<file path="config.mk">
export PLATFORM = sky130hd
export DESIGN_NAME = conv_result_collector
export DESIGN_NICKNAME = d
export VERILOG_FILES = /design/src/rtl/conv_result_collector.sv
export SDC_FILE = /design/constraint.sdc
export NUM_CORES = 1
export LEC_CHECK = 0
export BUFFER_PORTS_ARGS = -buffer_cell sky130_fd_sc_hd__buf_2
export CORE_MARGIN = 10
export CORE_UTILIZATION = 26
export CTS_CLUSTER_SIZE = 8
export DETAILED_ROUTE_END_ITERATION = 8
export GPL_TIMING_DRIVEN = 0
export PLACE_DENSITY = 0.53
export REMOVE_ABC_BUFFERS = 1
export SYNTH_ARGS = -nofsm -noshare
export SYNTH_HDL_FRONTEND = slang
export SYNTH_SLANG_ARGS = --single-unit
</file>
<file path="constraint.sdc">
create_clock -name clk -period 7.4 [get_ports clk]
set_clock_uncertainty 0.05 [all_clocks]
set_input_delay 0.37 -clock clk [delete_from_list [all_inputs] [get_ports clk]]
set_output_delay 0.37 -clock clk [all_outputs]
set_load 0.01 [all_outputs]
</file>
<file path="src/rtl/conv_result_collector.sv">
// conv_result_collector: tags convolution results with row/col/last, optional ReLU, buffers them in a show-ahead FIFO
// Ports:
//   clk, rst                 clock, asynchronous active-high reset
//   clear                    synchronous flush of FIFO, coordinates and overflow
//   in_valid, in_data        one-cycle strobe carrying a signed convolution sum
//   out_valid, out_ready     valid/ready handshake on the FIFO head
//   out_data, out_row,
//   out_col, out_last        head entry (zero while out_valid=0)
//   frame_done               pulse the cycle after the last-of-frame entry is popped
//   overflow                 sticky flag: a strobe was dropped on a full FIFO
//   count                    FIFO occupancy
`ifndef DATA_WIDTH
`define DATA_WIDTH 16
`endif
module conv_result_collector #(
    parameter int OUT_DIM    = 14,
    parameter int FIFO_DEPTH = 4,
    parameter int RELU_EN    = 1
) (
    input  logic                          clk,
    input  logic                          rst,
    input  logic                          clear,
    input  logic                          in_valid,
    input  logic signed [`DATA_WIDTH-1:0] in_data,
    output logic                          out_valid,
    input  logic                          out_ready,
    output logic [`DATA_WIDTH-1:0]        out_data,
    output logic [$clog2(OUT_DIM)-1:0]    out_row,
    output logic [$clog2(OUT_DIM)-1:0]    out_col,
    output logic                          out_last,
    output logic                          frame_done,
    output logic                          overflow,
    output logic [$clog2(FIFO_DEPTH):0]   count
);
    localparam int DW   = `DATA_WIDTH;
    localparam int CW   = $clog2(OUT_DIM);
    localparam int AW   = $clog2(FIFO_DEPTH);
    localparam int CNTW = AW + 1;
    typedef logic signed [DW-1:0] data_t;
    data_t                 mem_data_q [FIFO_DEPTH];
    logic [CW-1:0]         mem_row_q  [FIFO_DEPTH];
    logic [CW-1:0]         mem_col_q  [FIFO_DEPTH];
    logic [FIFO_DEPTH-1:0] mem_last_q;
    logic [AW-1:0]         wr_ptr_q, wr_ptr_d, rd_ptr_q, rd_ptr_d;
    logic [CNTW-1:0]       count_q, count_d;
    logic [CW-1:0]         wr_row_q, wr_row_d, wr_col_q, wr_col_d;
    logic                  overflow_q, overflow_d, frame_done_q, frame_done_d;
    logic                  pop, push, wr_last, col_end;
    data_t                 relu_data;

    always_comb begin
        // clear suppresses both handshakes so a strobe in the clear cycle is silently discarded
        pop          = !clear && count_q != '0 && out_ready;
        push         = !clear && in_valid && (count_q != CNTW'(FIFO_DEPTH) || pop);
        col_end      = wr_col_q == CW'(OUT_DIM - 1);
        wr_last      = col_end && wr_row_q == CW'(OUT_DIM - 1);
        relu_data    = (RELU_EN != 0 && in_data[DW-1]) ? '0 : in_data;
        wr_ptr_d     = clear ? '0 : push ? wr_ptr_q + AW'(1) : wr_ptr_q;
        rd_ptr_d     = clear ? '0 : pop ? rd_ptr_q + AW'(1) : rd_ptr_q;
        count_d      = clear ? '0 : count_q + CNTW'(push) - CNTW'(pop);
        overflow_d   = !clear && (overflow_q || (in_valid && !push));
        frame_done_d = pop && mem_last_q[rd_ptr_q];
        wr_col_d     = clear ? '0 : !push ? wr_col_q : col_end ? '0 : wr_col_q + CW'(1);
        wr_row_d     = clear ? '0 : !push ? wr_row_q : wr_last ? '0 : col_end ? wr_row_q + CW'(1) : wr_row_q;
    end

    always_ff @(posedge clk or posedge rst) begin
        if (rst) begin
            wr_ptr_q     <= '0;
            rd_ptr_q     <= '0;
            count_q      <= '0;
            wr_row_q     <= '0;
            wr_col_q     <= '0;
            overflow_q   <= 1'b0;
            frame_done_q <= 1'b0;
        end else begin
            wr_ptr_q     <= wr_ptr_d;
            rd_ptr_q     <= rd_ptr_d;
            count_q      <= count_d;
            wr_row_q     <= wr_row_d;
            wr_col_q     <= wr_col_d;
            overflow_q   <= overflow_d;
            frame_done_q <= frame_done_d;
        end
    end

    // Storage needs no reset: occupancy alone decides what is visible
    always_ff @(posedge clk) begin
        if (push) begin
            mem_data_q[wr_ptr_q] <= relu_data;
            mem_row_q[wr_ptr_q]  <= wr_row_q;
            mem_col_q[wr_ptr_q]  <= wr_col_q;
            mem_last_q[wr_ptr_q] <= wr_last;
        end
    end

    always_comb begin
        out_valid  = count_q != '0;
        out_data   = out_valid ? mem_data_q[rd_ptr_q] : '0;
        out_row    = out_valid ? mem_row_q[rd_ptr_q] : '0;
        out_col    = out_valid ? mem_col_q[rd_ptr_q] : '0;
        out_last   = out_valid && mem_last_q[rd_ptr_q];
        frame_done = frame_done_q;
        overflow   = overflow_q;
        count      = count_q;
    end
endmodule

</file>
==> flow_summary_export.csv, run 1 <==
group,metric,value,unit
status,status,"complete, no violations",
synthesis,ys_ff_latch,113,
detailed_routing,firstDrtPassIters,4,
clock_network,cts.sinks,113,
detailed_routing,routed_wl,9976,um
place,port_buffers,50,
sta,rsz0062_at_grt,"no",
sta,fin_crit,3.516,ns
sta,tns,0,ns
global_routing,globalRouteMet1Util,0.1053,
critical_path,r2r_cells,10,
final_layout,area.sequential,0.003309,mm2
clock_network,numCtsBuffers,17,
floorplan,initial_utilization,0.2663,
final_layout,area_delta_synth_final,21.44,%
power_and_ir_drop,switching_share,0.2876,
detailed_routing,drc,0,
critical_path,endpoint_kind,"flop",
synthesis,ys.flop_type,"edfxtp_1",
worst_hold_path,hp-class,"primary input to async pin",
critical_path,crit_arrival,3.79,ns
clock_network,path_clk_slew,0.05,ns
place,placed_area,0.005341,mm2
critical_path,crit_fanout,14,
power_and_ir_drop,p_clk_frac,0.365,
critical_path,reg2reg_slack,3.88,ns
detailed_routing,final_antenna_net_count,0,
power_and_ir_drop,pwr-share-seq,0.389,
clock_network,cts_tree,"built",
synthesis,synthesis.area,0.004832,mm2
synthesis,synth_top_family_by_area,"multiplexers",
synthesis,yosys.area_share.simple,0.1012,
synthesis,yosysSeqAreaShare,0.6846,
sta,period_share,0.4751,
final_layout,multi_input_area,0.001411,mm2
synthesis,synthMuxAreaShare,0.1119,
global_routing,met3_usage,0.03125,
synthesis,yosys.area.top_type,"edfxtp_1",
power_and_ir_drop,irDropWorstVdd,0.0001898,V
final_layout,drive_above_1_share,0.3277,
detailed_routing,drt_iter0_drc,137,
synthesis,yosysWarnings,0,
clock_network,ctsResizeCount,0,
sta,final-hold-violation-count,0,
synthesis,postSynthCellCount,288,
critical_path,crit_type,"flop to flop",
critical_path,reg2reg_from,"count[1]$_DFF_PP0_",
clock_network,cts_hold_buf,0,
clock_network,cts_setup_buffers,0,
power_and_ir_drop,p_sw,0.5686,mW
final_layout,antenna_cells,0,
power_and_ir_drop,internal_power,1.408,mW
floorplan,core,0.01815,mm2
floorplan,ios,52,
flow_run,cap_violations,0,
global_routing,antenna_found_initial,0,
power_and_ir_drop,p_leak,2.086,nW
detailed_routing,routed_via_density,4.417,
clock_network,cts_root_buffer,"clkbuf_16",
place,dpl.cell_count,552,
clock_network,clockBufferDepth,2,
global_routing,grt_pass1_vias,2806,
sta,slew_headroom,0.1295,
sta,postLayoutSetupSlackWorst,3.884,ns
detailed_routing,vias,2575,
sta,setup_violations,0,
sta,max_freq,284.5,MHz
sta,slew_viol_final,0,
synthesis,synthAdderAreaFrac,0.03004,
final_layout,layout.cells.non_filler,583,
synthesis,yosysUniqueCellTypes,39,
place,dp_hpwl,6159,um
critical_path,cp.required,7.68,ns
global_routing,grt_overflow,0,
place,place_ws,3.915,ns
final_layout,fillerInstances,1777,
global_routing,grt_usage,0.08680,
floorplan,die_w,156.3,um
clock_network,htreeDepth,4,
floorplan,die_area,0.02444,mm2
global_routing,grt_pass1_wl,16040,um
global_routing,grt_use_met2,0.1390,
final_layout,stdcell_area,0.005868,mm2
floorplan,rows,49,
floorplan,die-height,156.3,um
synthesis,synth.top_cell.area_share,0.5966,
power_and_ir_drop,power.density,336.8,mW/mm2
global_routing,grt_max_degree,26,
power_and_ir_drop,power_frac_comb,0.245,
critical_path,worst_r2r_endpoint,"count[2]$_DFF_PP0_",
synthesis,synth_compound_area_frac,0.03521,
final_layout,fin_util,0.3234,
clock_network,clock_latency,0.41,ns
global_routing,grt_busiest_layer,"met2",
detailed_routing,wl_per_cell,17.11,um
sta,worstMarginPinSlew,1.306,ns
sta,hold_slack,0.02154,ns
synthesis,ys_async_sr_fraction,0.1504,
power_and_ir_drop,fin_total_pwr,1.977,mW
synthesis,synth_enable_flop_cells,96,
synthesis,synth-xor-area-share,0.005438,
critical_path,cp-start-kind,"flop",
place,place.gp.congestion,0.7249,
synthesis,ys_top_cells_by_area,"edfxtp_1 60%, mux4_2 11%, dfrtp_1 8.8%",
synthesis,postSynthAreaPerCell,16.78,um2
final_layout,nNetsFinal,374,
==> routing by layer <==
metal	wire (um)	up-vias
met5	0	-
met4	109	0
met3	446	13
met2	4846	52
met1	4573	1305
li1	-	1205
==> layout make-up <==
class,instances,share of cell area
Tap cell,229,0.04883
Multi-Input combinational cell,145,0.2405
Clock buffer,19,0.07377
Clock inverter,12,0.01599
Timing Repair Buffer,52,0.04861
Sequential cell,113,0.5640
Inverter,13,0.008316
==> cells by family after synthesis <==
| logic type | Yosys count |
|---|---|
| AO/OA/AOI/OAI | 25 |
| XOR/XNOR | 3 |
| adder cells (fa/ha/maj) | 11 |
| buffers and inverters | 30 |
| flip-flops | 113 |
| multiplexers | 24 |
| other | 1 |
| AND/OR/NAND/NOR | 81 |
==> sequential cells by signal, indices dropped and copies added (netlist names) <==
| signal | count |
|---|---|
| mem_data_q | 60 |
| wr_row_q | 4 |
| wr_ptr_q | 2 |
| mem_last_q | 4 |
| count | 3 |
| rd_ptr_q | 2 |
| mem_row_q | 16 |
| frame_done | 1 |
| overflow | 1 |
| mem_col_q | 16 |
| wr_col_q | 4 |
==> synth_stat cells (2+ instances only) <==
cell type,number
a21oi_1,7
a31oi_1,3
and2_1,2
buf_2,5
buf_4,4
buf_6,2
clkbuf_1,6
dfrtp_1,17
edfxtp_1,96
ha_1,10
inv_1,13
mux4_2,24
nand2_1,2
nand2b_1,2
nand3_1,5
nand4_1,2
nor2_1,13
nor2b_1,42
nor3_1,2
nor3_2,2
o21ai_0,4
o2bb2ai_1,2
o31ai_1,3
or3_2,2
or4_1,2
xor2_1,3
==> power groups by stage <==
| stage | clock (mW) | combinational (mW) | sequential [mW] |
|---|---|---|---|
| 2_1_floorplan | 0 | 0.265 | 0.794 |
| 3_3_place_gp | 0 | 0.438 | 0.814 |
| 3_5_place_dp | 0 | 0.503 | 0.783 |
| 4_1_cts | 0.737 | 0.505 | 0.771 |
| 5_1_grt | 0.768 | 0.538 | 0.776 |
| 6_report | 0.722 | 0.485 | 0.769 |
==> cell usage in the layout, fill, tap and decap left out, types with 2 or more instances in the layout <==
cell type / n
edfxtp_1: 96
buf_2: 50
nor2b_1: 42
mux4_2: 24
clkbuf_16: 17
dfrtp_1: 16
inv_1: 13
ha_1: 10
nor2_1: 9
a21oi_1: 7
nand3_1: 5
clkinv_2: 5
o21ai_0: 4
nor2_4: 4
a31oi_1: 3
o31ai_1: 3
xor2_1: 3
clkinvlp_4: 3
or3_2: 2
or4_1: 2
nand2_1: 2
o2bb2ai_1: 2
nand4_1: 2
and2_1: 2
nor3_1: 2
nand2b_1: 2
clkinv_1: 2
clkbuf_1: 2
==> how the worst max path moves through the flow <==
stage | startpoint | to | cells past startpoint
after floorplan | count[1]$_DFF_PP0_ | count[2]$_DFF_PP0_ | 10
after global placement | in_valid | mem_data_q[0][11]$_DFFE_PP_ | 4
after detailed placement | count[1]$_DFF_PP0_ | count[2]$_DFF_PP0_ | 10
after CTS | count[1]$_DFF_PP0_ | count[2]$_DFF_PP0_ | 10
after global routing | count[1]$_DFF_PP0_ | count[2]$_DFF_PP0_ | 10
final | count[1]$_DFF_PP0_ | count[2]$_DFF_PP0_ | 10
==> critical path, cell delays in order, from the launching register on <==
cell	delay, ns
dfrtp_1	0.51
nor4b_2	1.10
or3_2	0.43
ha_1	0.28
inv_1	0.06
ha_1	0.13
inv_1	0.05
fa_1	0.37
xor2_1	0.16
and2_1	0.18
nor3_1	0.12
(Power assumes the default switching activity.)
==> run 2, diff against run 1 <==
Settings changed: ABC_AREA set to 1.
Clock period 7.4 ns to 3.37 ns, I/O delays scaled along.
==> run 2 against run 1 <==
Via count rose by 27%. Sequential power rose by 140%. Power rose by 140%. Flip-flop and latch count unchanged. Clock-buffer cell count shrank 2. Non-clock buffer count increased by 1. Combinational power rose by 120%. Clock power grew to 2.5 times the previous value. Largest power group unchanged.
==> flow_summary_export.csv, run 2 <==
group,metric,value,unit
synthesis,yosys-top-cells-count,"126 x nor2_1, 96 x edfxtp_1, 47 x o21ai_0",
clock_network,htreeDepth,4,
place,place_ws,0.6216,ns
critical_path,reg2reg_from,"count[1]$_DFF_PP0_",
critical_path,cp-start-kind,"flop",
synthesis,synth.top_cell.area_share,0.5914,
floorplan,die_area,0.02463,mm2
synthesis,yosysMostFrequentCell,"nor2_1",
floorplan,rows,50,
floorplan,core,0.01858,mm2
synthesis,ys_async_sr_fraction,0.1504,
synthesis,postSynthAreaPerCell,10.86,um2
synthesis,yosys.area.top_type,"edfxtp_1",
synthesis,yosysSeqAreaShare,0.6786,
clock_network,cts_setup_buffers,0,
flow_run,cap_violations,0,
sta,postLayoutSetupSlackWorst,0.3810,ns
clock_network,cts_tree,"built",
critical_path,cp.required,3.15,ns
detailed_routing,drt_iter0_drc,208,
synthesis,ys_top_cells_by_area,"edfxtp_1 59%, nor2_1 9.7%, dfrtp_1 8.7%",
critical_path,endpoint_kind,"output port",
synthesis,postSynthCellCount,449,
sta,setup_violations,0,
final_layout,final_common_cell,"nor2_1",
sta,slew_headroom,0.2280,
global_routing,grt_overflow,0,
sta,fin_crit,2.989,ns
synthesis,yosysWarnings,0,
synthesis,yosysUniqueCellTypes,28,
clock_network,clockBufferDepth,2,
final_layout,area.sequential,0.003313,mm2
final_layout,multi_input_area,0.001314,mm2
place,port_buffers,50,
final_layout,nNetsFinal,531,
critical_path,reg2reg_slack,0.95,ns
sta,period_share,0.8869,
clock_network,cts.sinks,113,
detailed_routing,final_antenna_net_count,0,
sta,final-hold-violation-count,0,
final_layout,antenna_cells,0,
global_routing,antenna_found_initial,0,
critical_path,cp-startpoint,"rd_ptr_q[0]$_DFFE_PP0P_",
clock_network,cts_root_buffer,"clkbuf_16",
detailed_routing,firstDrtPassIters,4,
power_and_ir_drop,fin_total_pwr,4.667,mW
final_layout,layout_common_cells,"122 x nor2_1, 96 x edfxtp_1, 50 x buf_2, 47 x o21ai_0, 39 x inv_1",
synthesis,synthesis.area,0.004875,mm2
global_routing,grt_usage,0.09592,
floorplan,die-height,156.9,um
clock_network,clock_latency,0.40,ns
sta,max_freq,334.6,MHz
worst_hold_path,hp-class,"primary input to flop",
synthesis,ys.flop_type,"edfxtp_1",
global_routing,grt_max_degree,51,
power_and_ir_drop,irDropWorstVdd,0.0005341,V
final_layout,drive_above_1_share,0.1875,
detailed_routing,routed_via_density,4.367,
global_routing,grt_pass1_wl,17970,um
sta,rsz0062_at_grt,"no",
worst_hold_path,min_from,"out_ready",
synthesis,synth_enable_flop_cells,96,
detailed_routing,vias,3258,
synthesis,ys_ff_latch,113,
power_and_ir_drop,p_leak,2.390,nW
sta,slew_viol_final,0,
critical_path,crit_type,"flop to output port",
final_layout,regMostFlops,"mem_data_q",
detailed_routing,routed_wl,11380,um
final_layout,reg_top3,"mem_data_q x60, mem_col_q x16, mem_row_q x16",
final_layout,fillerInstances,1876,
global_routing,grt_pass1_vias,3345,
floorplan,die_w,156.9,um
detailed_routing,drc,0,
sta,worstMarginPinSlew,1.157,ns
critical_path,crit_fanout,50,
final_layout,largest_reg_flops,60,
floorplan,ios,52,
place,dp_hpwl,6491,um
clock_network,path_clk_slew,0.06,ns
detailed_routing,wl_per_cell,15.25,um
place,place.gp.congestion,0.7424,
final_layout,fin_util,0.3215,
status,status,"complete, no violations",
final_layout,area_delta_synth_final,22.54,%
floorplan,initial_utilization,0.2624,
clock_network,numCtsBuffers,17,
critical_path,crit_arrival,2.77,ns
power_and_ir_drop,power.density,781.4,mW/mm2
## run 2: cells by family (layout without fill, tap and decap cells)
| kind of cell | after synthesis | count (layout) | synth area share |
|---|---|---|---|
| AND/OR/NAND/NOR | 176 | 176 | 0.1448 |
| flip-flops | 113 | 113 | 0.6786 |
| AO/OA/AOI/OAI | 80 | 80 | 0.08265 |
| buffers and inverters | 65 | 128 | 0.05801 |
| adder cells (fa/ha/maj) | 11 | 11 | 0.02977 |
| XOR/XNOR | 3 | 3 | 0.005391 |
| other | 1 | 1 | 0.0007693 |
## run 2: worst max-delay path, stage by stage, from the launching register on
cell     delay, ns
dfrtp_4       0.70
inv_2         0.69
o21ai_0       0.18
o21ai_0       0.40
inv_1         0.11
nor2_1        0.10
buf_2         0.16
## run 2: area by class of cell
class | count | share of cell area
Sequential cell | 113 | 0.5547
Multi-Input combinational cell | 271 | 0.2199
Clock buffer | 17 | 0.07122
Tap cell | 234 | 0.04902
Timing Repair Buffer | 53 | 0.04692
Clock inverter | 15 | 0.03079
Inverter | 43 | 0.02744
## run 2: path summary, 6_finish.rpt
path,end,cells after the start
max,out_last,6
min,overflow$_DFF_PP0_,4
max reg2reg,count[2]$_DFF_PP0_,10
min reg2reg,overflow$_DFF_PP0_,2
max in group asynchronous,rd_ptr_q[0]$_DFFE_PP0P_,3
min in group asynchronous,overflow$_DFF_PP0_,3
## run 2: layer usage
metal	wire, um	global-route usage	vias to the layer above	part of all wire
met5	0	0	-	0
met2	5610	0.1626	79	0.49
met3	615	0.03493	11	0.054
li1	-	-	1604	-
met4	105	0.02831	0	0.0092
met1	5047	0.1110	1564	0.44
## run 2: stage by stage
stage | setup TNS (ns) | instance area (um2) | hold WS [ns] | cells
3_3_place_gp | -5.779 | 5299 | 0.2556 | 711
2_1_floorplan | 0 | 4756 | 0.04457 | 427
5_1_grt | 0 | 5973 | 0.07097 | 746
6_report | 0 | 5973 | 0.06187 | 746
3_5_place_dp | 0 | 5330 | 0.2527 | 711
4_1_cts | 0 | 5969 | 0.04508 | 746
## run 2: where the power goes
group	internal [mW]	switching, mW
logic	0.344	0.712
clock network	1.17	0.638
registers	1.65	0.157
total	3.16	1.51
## run 2: timing repair
item	in CTS	in global routing
gates resized for setup	0	2
hold endpoints to repair	21	0
hold buffers	3	0
setup endpoints to repair	0	1
